--- config.mk ---
export PLATFORM = sky130hd
export DESIGN_NAME = reg_wr_sched
export DESIGN_NICKNAME = d
export VERILOG_FILES = /design/src/rtl/regfile_pkg.sv /design/src/rtl/rr_arbiter.sv /design/src/rtl/reg_wr_sched.sv
export SDC_FILE = /design/constraint.sdc
export NUM_CORES = 1
export LEC_CHECK = 0
export CAP_MARGIN = 20
export CELL_PAD_IN_SITES_DETAIL_PLACEMENT = 1
export CELL_PAD_IN_SITES_GLOBAL_PLACEMENT = 2
export CORE_MARGIN = 1
export CORE_UTILIZATION = 25
export DETAILED_ROUTE_END_ITERATION = 12
export PLACE_DENSITY_LB_ADDON = 0.1
export SLEW_MARGIN = 20
export SYNTH_ARGS = -nofsm -noshare
export SYNTH_HDL_FRONTEND = slang
export SYNTH_SLANG_ARGS = --single-unit
--- constraint.sdc ---
create_clock -name Clk -period 3 [get_ports Clk]
set_input_delay 0.45 -clock Clk [delete_from_list [all_inputs] [get_ports Clk]]
set_output_delay 0.45 -clock Clk [all_outputs]
set_load 0.01 [all_outputs]
--- src/rtl/regfile_pkg.sv ---
// Shared constants and types for the register-file write-port scheduler.
package regfile_pkg;

    localparam int DATA_W   = 16;
    localparam int ADDR_W   = 3;
    localparam int NUM_REGS = 2 ** ADDR_W;

    localparam int REQ_ALU  = 0;
    localparam int REQ_MEM  = 1;
    localparam int REQ_HOST = 2;

    typedef enum logic {
        ARB   = 1'b0,
        CLEAR = 1'b1
    } sched_state_t;

endpackage

--- src/rtl/rr_arbiter.sv ---
// Combinational round-robin pick: the first active request at or after rr_ptr wins.
module rr_arbiter #(
    parameter int  N_REQ = 3,
    localparam int IDX_W = (N_REQ > 1) ? $clog2(N_REQ) : 1
) (
    input  logic [N_REQ-1:0] req,
    input  logic [IDX_W-1:0] rr_ptr,
    input  logic             enable,
    output logic [N_REQ-1:0] grant,
    output logic [IDX_W-1:0] grant_idx
);

    // cand[k] is the requester examined k-th, i.e. (rr_ptr + k) mod N_REQ
    logic [IDX_W-1:0] cand [N_REQ];
    logic             found;

    for (genvar gi = 0; gi < N_REQ; gi++) begin : g_cand
        logic [IDX_W:0] sum;
        assign sum = {1'b0, rr_ptr} + (IDX_W+1)'(gi);
        assign cand[gi] = (sum >= (IDX_W+1)'(N_REQ)) ? IDX_W'(sum - (IDX_W+1)'(N_REQ))
                                                     : sum[IDX_W-1:0];
    end

    always_comb begin
        grant     = '0;
        grant_idx = '0;
        found     = 1'b0;
        if (enable) begin
            for (int k = 0; k < N_REQ; k++) begin
                if (!found && req[cand[k]]) begin
                    found            = 1'b1;
                    grant_idx        = cand[k];
                    grant[cand[k]]   = 1'b1;
                end
            end
        end
    end

endmodule

--- src/rtl/reg_wr_sched.sv ---
// Shares the register file's single write port among requesters and runs a
// whole-file clear sequence; also counts cycles in which a request was kept waiting.
module reg_wr_sched #(
    parameter int N_REQ  = 3,
    parameter int DATA_W = regfile_pkg::DATA_W,
    parameter int ADDR_W = regfile_pkg::ADDR_W,
    parameter int CNT_W  = 16
) (
    input  logic                     Clk,
    input  logic                     Reset_n,
    input  logic [N_REQ-1:0]         req,
    input  logic [N_REQ*ADDR_W-1:0]  req_addr,
    input  logic [N_REQ*DATA_W-1:0]  req_data,
    output logic [N_REQ-1:0]         ack,
    input  logic                     clr_start,
    output logic                     busy,
    output logic                     clr_done,
    output logic                     LD_REG,
    output logic [ADDR_W-1:0]        DR_addr,
    output logic [DATA_W-1:0]        In,
    output logic [CNT_W-1:0]         stall_cnt
);
    import regfile_pkg::*;

    localparam int IDX_W  = (N_REQ > 1) ? $clog2(N_REQ) : 1;
    localparam int N_REGS = 2 ** ADDR_W;

    sched_state_t      state_reg, state_next;
    logic [IDX_W-1:0]  rr_ptr_reg, rr_ptr_next;
    logic [ADDR_W-1:0] clr_cnt_reg, clr_cnt_next;
    logic              ld_next;
    logic [ADDR_W-1:0] addr_next;
    logic [DATA_W-1:0] data_next;
    logic              done_next;
    logic [CNT_W-1:0]  stall_next;

    logic [N_REQ-1:0]  grant;
    logic [IDX_W-1:0]  grant_idx;
    logic              arb_en;

    // Reset_n gates the grant so ack is quiet for the whole reset interval
    assign arb_en = Reset_n && (state_reg == ARB) && !clr_start;

    rr_arbiter #(.N_REQ(N_REQ)) u_arb (
        .req       (req),
        .rr_ptr    (rr_ptr_reg),
        .enable    (arb_en),
        .grant     (grant),
        .grant_idx (grant_idx)
    );

    assign ack  = grant;
    assign busy = (state_reg == CLEAR);

    always_comb begin
        state_next   = state_reg;
        rr_ptr_next  = rr_ptr_reg;
        clr_cnt_next = clr_cnt_reg;
        ld_next      = 1'b0;
        addr_next    = DR_addr;
        data_next    = In;
        done_next    = 1'b0;
        case (state_reg)
            ARB: begin
                if (clr_start) begin
                    state_next   = CLEAR;
                    clr_cnt_next = '0;
                end else if (|grant) begin
                    ld_next     = 1'b1;
                    addr_next   = req_addr[grant_idx*ADDR_W +: ADDR_W];
                    data_next   = req_data[grant_idx*DATA_W +: DATA_W];
                    rr_ptr_next = (grant_idx == IDX_W'(N_REQ-1)) ? '0 : grant_idx + 1'b1;
                end
            end
            CLEAR: begin
                ld_next      = 1'b1;
                addr_next    = clr_cnt_reg;
                data_next    = '0;
                clr_cnt_next = clr_cnt_reg + 1'b1;
                if (clr_cnt_reg == ADDR_W'(N_REGS-1)) begin
                    state_next   = ARB;
                    clr_cnt_next = '0;
                    done_next    = 1'b1;
                end
            end
            default: state_next = ARB;
        endcase
    end

    always_comb begin
        stall_next = stall_cnt;
        if (|(req & ~ack) && !(&stall_cnt))
            stall_next = stall_cnt + 1'b1;
    end

    always_ff @(posedge Clk or negedge Reset_n) begin
        if (!Reset_n) begin
            state_reg   <= ARB;
            rr_ptr_reg  <= '0;
            clr_cnt_reg <= '0;
            LD_REG      <= 1'b0;
            DR_addr     <= '0;
            In          <= '0;
            clr_done    <= 1'b0;
            stall_cnt   <= '0;
        end else begin
            state_reg   <= state_next;
            rr_ptr_reg  <= rr_ptr_next;
            clr_cnt_reg <= clr_cnt_next;
            LD_REG      <= ld_next;
            DR_addr     <= addr_next;
            In          <= data_next;
            clr_done    <= done_next;
            stall_cnt   <= stall_next;
        end
    end

endmodule

* After elaboration in Yosys (flattened, before gate mapping)
Cells that the tools add are included.
** Operators by class
- Add/subtract/negate cells :: 8
- Reduce and logical (&&, ||, !) cells :: 17
- Magnitude comparators :: 9
- Muxes and demuxes :: 47
- Equality and inequality tests :: 5
- Bitwise gates (word level) :: 6
- Shifts and indexed selects :: 2
- Multipliers :: 1
** Operators by type and width (count)
- $shiftx 48x7->16 :: 1
- $mux 16 :: 2
- $pmux 16 s2 :: 1
- $mux 3 :: 10
- $add 16x1->16 const B :: 1
- $mux 1 :: 16
- $mux 2 :: 8
- $reduce_and 16->1 :: 1
- $pmux 3 s2 :: 2
- $lt 2x3->1 const B :: 3
- $shiftx 9x5->3 :: 1
- $logic_and 1x1->1 :: 8
- $bmux 1 s2 :: 3
- $demux 1 s2 :: 3
- $ge 2x1->1 const B :: 3
- $ge 3x2->1 const B :: 2
- $or 3x3->3 :: 2
- $reduce_or 3->1 :: 2
- $sub 2x2->2 const B :: 3
- $logic_not 1->1 :: 4
- $mul 2x2->4 const B :: 1
- $ne 2x2->1 const B :: 2
- $pmux 1 s2 :: 2
- $add 2x1->3 const B :: 1
- other kinds (12) :: 13
** Storage, ports and cells
- Bits in registers :: 43
- Bits of input ports :: 63
- Word-level logic and storage cells :: 103
- Output and inout bits :: 41

* Logic depth before layout (Yosys ltp)
- Word-level depth :: 19
- Mapped depth :: 13
- Gate-level depth less buffers :: 10

* Cells and area by module
A second synthesis with hierarchy kept.
** Second synthesis, totals
- Cell total of the unflattened synthesis :: 287
- Area total of the unflattened synthesis :: 2708.8 µm²
** Modules (own cells, without submodules)
- reg_wr_sched :: seq. area each 1076.0 µm², times used 1, cells an instance 235, area each 2316.0 µm²
- rr_arbiter :: seq. area each 0.0 µm², times used 1, cells an instance 52, area each 392.9 µm²

* Worst setup path after synthesis
No wires, ideal clock.
- Path type :: register -> register
- Start :: register rr_ptr_reg[0]
- End :: register stall_cnt[1]
- Setup slack :: 0.370 ns
- Library setup time :: 0.125 ns
- Data required time :: 2.875 ns
- Path buffers :: 1
- Arrival time :: 2.504 ns
- Stages on the path, launching flop included :: 11
- Clock period less this slack :: 2.630 ns
- Cell sequence :: dfrtp_1 -> inv_1 -> ha_1 -> mux2_4 -> or3_1 -> a21boi_0 -> a21o_1 -> a221oi_2 -> o21bai_4 -> buf_6 -> mux2_4
** On the way
- Word-level cells in the longest chain between the ends :: 18
- Elaborated cells on any way between the ends :: 52
- Classes of those cells :: add/sub: 5; order compare: 9; mux: 25; bitwise: 4; reduce/logical: 9
** RTL lines
- start, declared :: RTL line reg_wr_sched.sv:29 : logic [IDX_W-1:0] rr_ptr_reg, rr_ptr_next;
- start signal, assigned :: RTL line reg_wr_sched.sv:108 : rr_ptr_reg <= rr_ptr_next;
- branches (longest 12 deep; another with $add 2x1->3)
- $mux 3 * :: RTL line rr_arbiter.sv:30 : if (!found && req[cand[k]]) begin
- $mux 3 * :: RTL line rr_arbiter.sv:28 : if (enable) begin
- $not 3->3 * :: RTL line reg_wr_sched.sv:92 : if (|(req & ~ack) && !(&stall_cnt))
- $and 3x3->3 * :: RTL line reg_wr_sched.sv:92
- $reduce_or 3->1 * :: RTL line reg_wr_sched.sv:92
- $logic_and 1x1->1 * :: RTL line reg_wr_sched.sv:92
- end signal, assigned :: RTL line reg_wr_sched.sv:114 : stall_cnt <= stall_next;
- end, declared :: RTL line reg_wr_sched.sv:21 : output logic [CNT_W-1:0] stall_cnt
Mark *: on every way between the ends. The select of a mux whose other input is x is not followed.
A chain may end at the register's enable or synchronous reset.

* Worst setup path in the final report
- Start :: register rr_ptr_reg[0]
- End :: output port ack[2]
** On the way
- Word-level cells in the longest chain between the ends :: 14
- Elaborated cells on any way between the ends :: 48
- Classes of those cells :: add/sub: 5; order compare: 9; mux: 25; bitwise: 2; reduce/logical: 7
** RTL lines
- branches (longest 12 deep; another with $add 2x1->3)
- $mux 3 * :: RTL line rr_arbiter.sv:30
- $mux 3 * :: RTL line rr_arbiter.sv:28
- end, declared :: RTL line reg_wr_sched.sv:14 : output logic [N_REQ-1:0] ack,
Marked as above.

==> flow_summary_export.csv <==
group,metric,value,unit
synth,ys_seq_area_share,40.2,%
drt,vias,2482,
sta,timing_hold_violations_final,0,
synth,ys_types,47,
synth,synth_ff_type,"dfrtp_1",
worst_hold_path,hold_class,"input pin to asynchronous set/reset pin",
flow_run,drv_cap,0,
worst_setup_path,worst-path-buf-inv,2,
sta,setup_violations,0,
cts,cts_hold_buf,0,
floorplanning,die_y,105,um
placement,place_hpwl,5380,um
layout,insertedDiodeCount,0,
drt,wl_per_cell,14.1,um
grt,grt_pass1_vias,2510,
layout,biggestRegsByFlops,"In: 16 flops, stall_cnt: 16 flops",
worst_setup_path,cp_slowest_cell,"dfrtp_1",
placement,dp_cells,520,
cts,clk_latency,0.30,ns
sta,skew,0.0102,ns
grt,grt_use_total,14.1,%
placement,routabilityCongestion,0.758,
placement,placed_area,3900,um^2
cts,cts_tree,"built",
cts,clockBufferDepth,2,
grt,grt_max_degree,44,
drt,route.detailed.drc,0,
placement,portBuffers,103,
outcome,status,"complete, no violations",
floorplanning,dieArea,11100,um^2
worst_setup_path,cp-end-kind,"primary output",
synth,ys_top_cells_by_count,"43 x dfrtp_1, 42 x nand2_1, 38 x o21ai_0, 19 x mux2i_1, 19 x nand3b_1",
worst_setup_path,path_class,"flop to primary output",
sta,slew_headroom,69.0,%
worst_setup_path,reg2reg_depth,11,
layout,drive_gt1_share,11.4,%
synth,syn_nets,359,
synth,yosysMostFrequentCell,"dfrtp_1",
drt,drt_iter0_markers,55,
drt,vias_per_cell,4.67,
worst_setup_path,crit_fanout,3,
sta,drv_slew,0,
worst_setup_path,start_kind,"flop",
worst_setup_path,arrival,2.36,ns
grt,grt_pass1_wl,12600,um
grt,grt_overflow_total,0,
cts,cts_buffers,5,
synth,yosys-top-cells-area,"dfrtp_1 40%, mux2i_1 7.1%, o21ai_0 7.1%",
sta,finalCritPeriodShare,93.8,%
drt,ant_nets,0,
worst_setup_path,reg2reg_to,"stall_cnt[4]",
sta,min_period,2.81,ns
floorplanning,start_util,25.9,%
synth,syn_inst,289,
synth,synthArstFlopShare,100,%
worst_setup_path,r2r-start,"rr_ptr_reg[0]",
floorplanning,ios,104,
cts,clk_pin_slew_worst_paths,0.10,ns
power,powerDensity,582,nW/um^2
layout,syn2layout_area_growth,50.9,%
drt,routed_wl,7500,um
layout,stdcell_count,532,
synth,synth_edf_count,0,
floorplanning,die_width,105,um
synth,yosysWarnings,0,
layout,finalInstanceArea,4040,um^2
worst_setup_path,required,2.55,ns
power,p_leak,1.67,nW
layout,fin_nets,465,
cts,clock-sinks,43,
synth,synth_top_area_share,40.2,%
sta,max_freq,355,MHz
floorplanning,core,10300,um^2
synth,synth_top_cell_by_area,"dfrtp_1",
sta,hold_ws,0.0187,ns
sta,rsz0062_at_grt,"no",
power,ir_drop,0.257,mV
synth,avgSynthCellArea,9.25,um^2
worst_setup_path,crit_family,"simple AND/OR/NAND/NOR gates",
worst_setup_path,cp_cell_sequence,"inv_1 > ha_2 > mux2_4 > or3_1 > o21ai_2 > nand2_1 > a21oi_1 > dlygate4sd2_1",
grt,grt_antenna_before_repair,0,
synth,synth.cell_area,2670,um^2
worst_setup_path,slowest_delay,0.39,ns
sta,tightestPinTransition,0.465,ns
drt,first_pass_iters,4,
worst_setup_path,reg2reg_slack,0.23,ns
cts,clock-root-buffer,"clkbuf_8",
floorplanning,rows,37,
synth,synth-seq-cells,43,
cts,htreeDepth,2,
[timing repair]
action	4_1_cts	5_1_grt
setup buffers	4	0
endpoints found under the hold margin	0	0
gates resized for setup	7	1
setup endpoints to repair	3	1
[worst reg2reg max path, delay by kind of cell, from the launching register on]
family,cells,cell delay (ns)
xor gates and xnor gates,1,0.13
adders and majority gates,1,0.21
buffers and inverters,2,0.26
and+or+nand+nor,2,0.65
AOI/OAI and AO/OA,5,1.02
DFF,1,0.39
[routing by layer]
| metal | routed length, um | GRT usage (%) | share of wire, % | vias up |
|---|---|---|---|---|
| li1 | - | - | - | 1225 |
| met1 | 3410 | 17.9 | 46 | 1185 |
| met2 | 3490 | 22.8 | 47 | 68 |
| met4 | 53 | 3.42 | 0.71 | 0 |
| met3 | 534 | 4.89 | 7.1 | 4 |
| met5 | 0 | 0 | 0 | - |
[cells in the final DEF (no fill, tap or decap), types with 3 or more instances in the layout]
cell type        instances
o211ai_1                 4
buf_4                   12
a31oi_1                  4
nor2_1                  13
dlygate4sd2_1            3
ha_1                     5
nand2_1                 42
nand4_1                  3
dfrtp_1                 43
and2_1                   3
inv_1                    8
mux2i_1                 19
xnor2_1                  5
xor2_1                  10
nor3_2                   4
nand2b_1                 4
o21ai_0                 38
nand3_1                  5
nand3b_1                19
clkdlybuf4s50_1         99
nor2b_1                  3
a22o_1                   3
clkbuf_8                 5
[report_power, final]
group / total, mW / leakage [nW] / switching (mW) / internal (mW)
Combinational: 1.10 / 1.06 / 0.503 / 0.602
Sequential: 0.846 / 0.563 / 0.124 / 0.723
Clock: 0.396 / 0.0408 / 0.229 / 0.167
[final cells by class]
cell class / count / area, um^2
fillers: 1196 / 6290
well taps: 136 / 170
flip-flops and latches: 43 / 1080
inverters: 8 / 30.0
repair buffers: 117 / 1150
clock inverters: 3 / 23.8
multi-input cells: 220 / 1510
clock buffers: 5 / 68.8
[logic make-up after synthesis]
| group | Yosys count | synth area share (%) |
|---|---|---|
| AND/OR/NAND/NOR | 109 | 22.6 |
| AO/OA/AOI/OAI | 66 | 15.6 |
| flip-flops | 43 | 40.2 |
| buffers and inverters | 26 | 4.31 |
| multiplexers | 22 | 8.66 |
| XOR/XNOR | 15 | 4.91 |
| adder cells (fa/ha/maj) | 8 | 3.65 |
[how the worst max path moves through the flow]
stage	slack, ns	startpoint	end	cells after the start
6_report	0.19	rr_ptr_reg[0]	ack[2]	8
5_1_grt	0.01	rr_ptr_reg[0]	ack[1]	9
4_1_cts	0.19	rr_ptr_reg[0]	ack[1]	9
3_5_place_dp	-0.02	req[0]	ack[2]	7
3_3_place_gp	-0.01	req[1]	stall_cnt[4]	9
2_1_floorplan	0.37	rr_ptr_reg[0]	stall_cnt[1]	10
[per-stage QoR]
stage	setup TNS, ns	utilization [%]	total power, mW	setup WS, ns
after floorplan	0	-	1.42	0.370
after global placement	-0.0133	37.8	1.92	-0.0133
after detailed placement	-0.0154	37.8	1.93	-0.0154
after CTS	0	39.0	2.39	0.187
after global routing	0	39.1	2.53	0.0104
final	0	39.1	2.35	0.185
No activity file was read; power rests on OpenSTA's default activity.
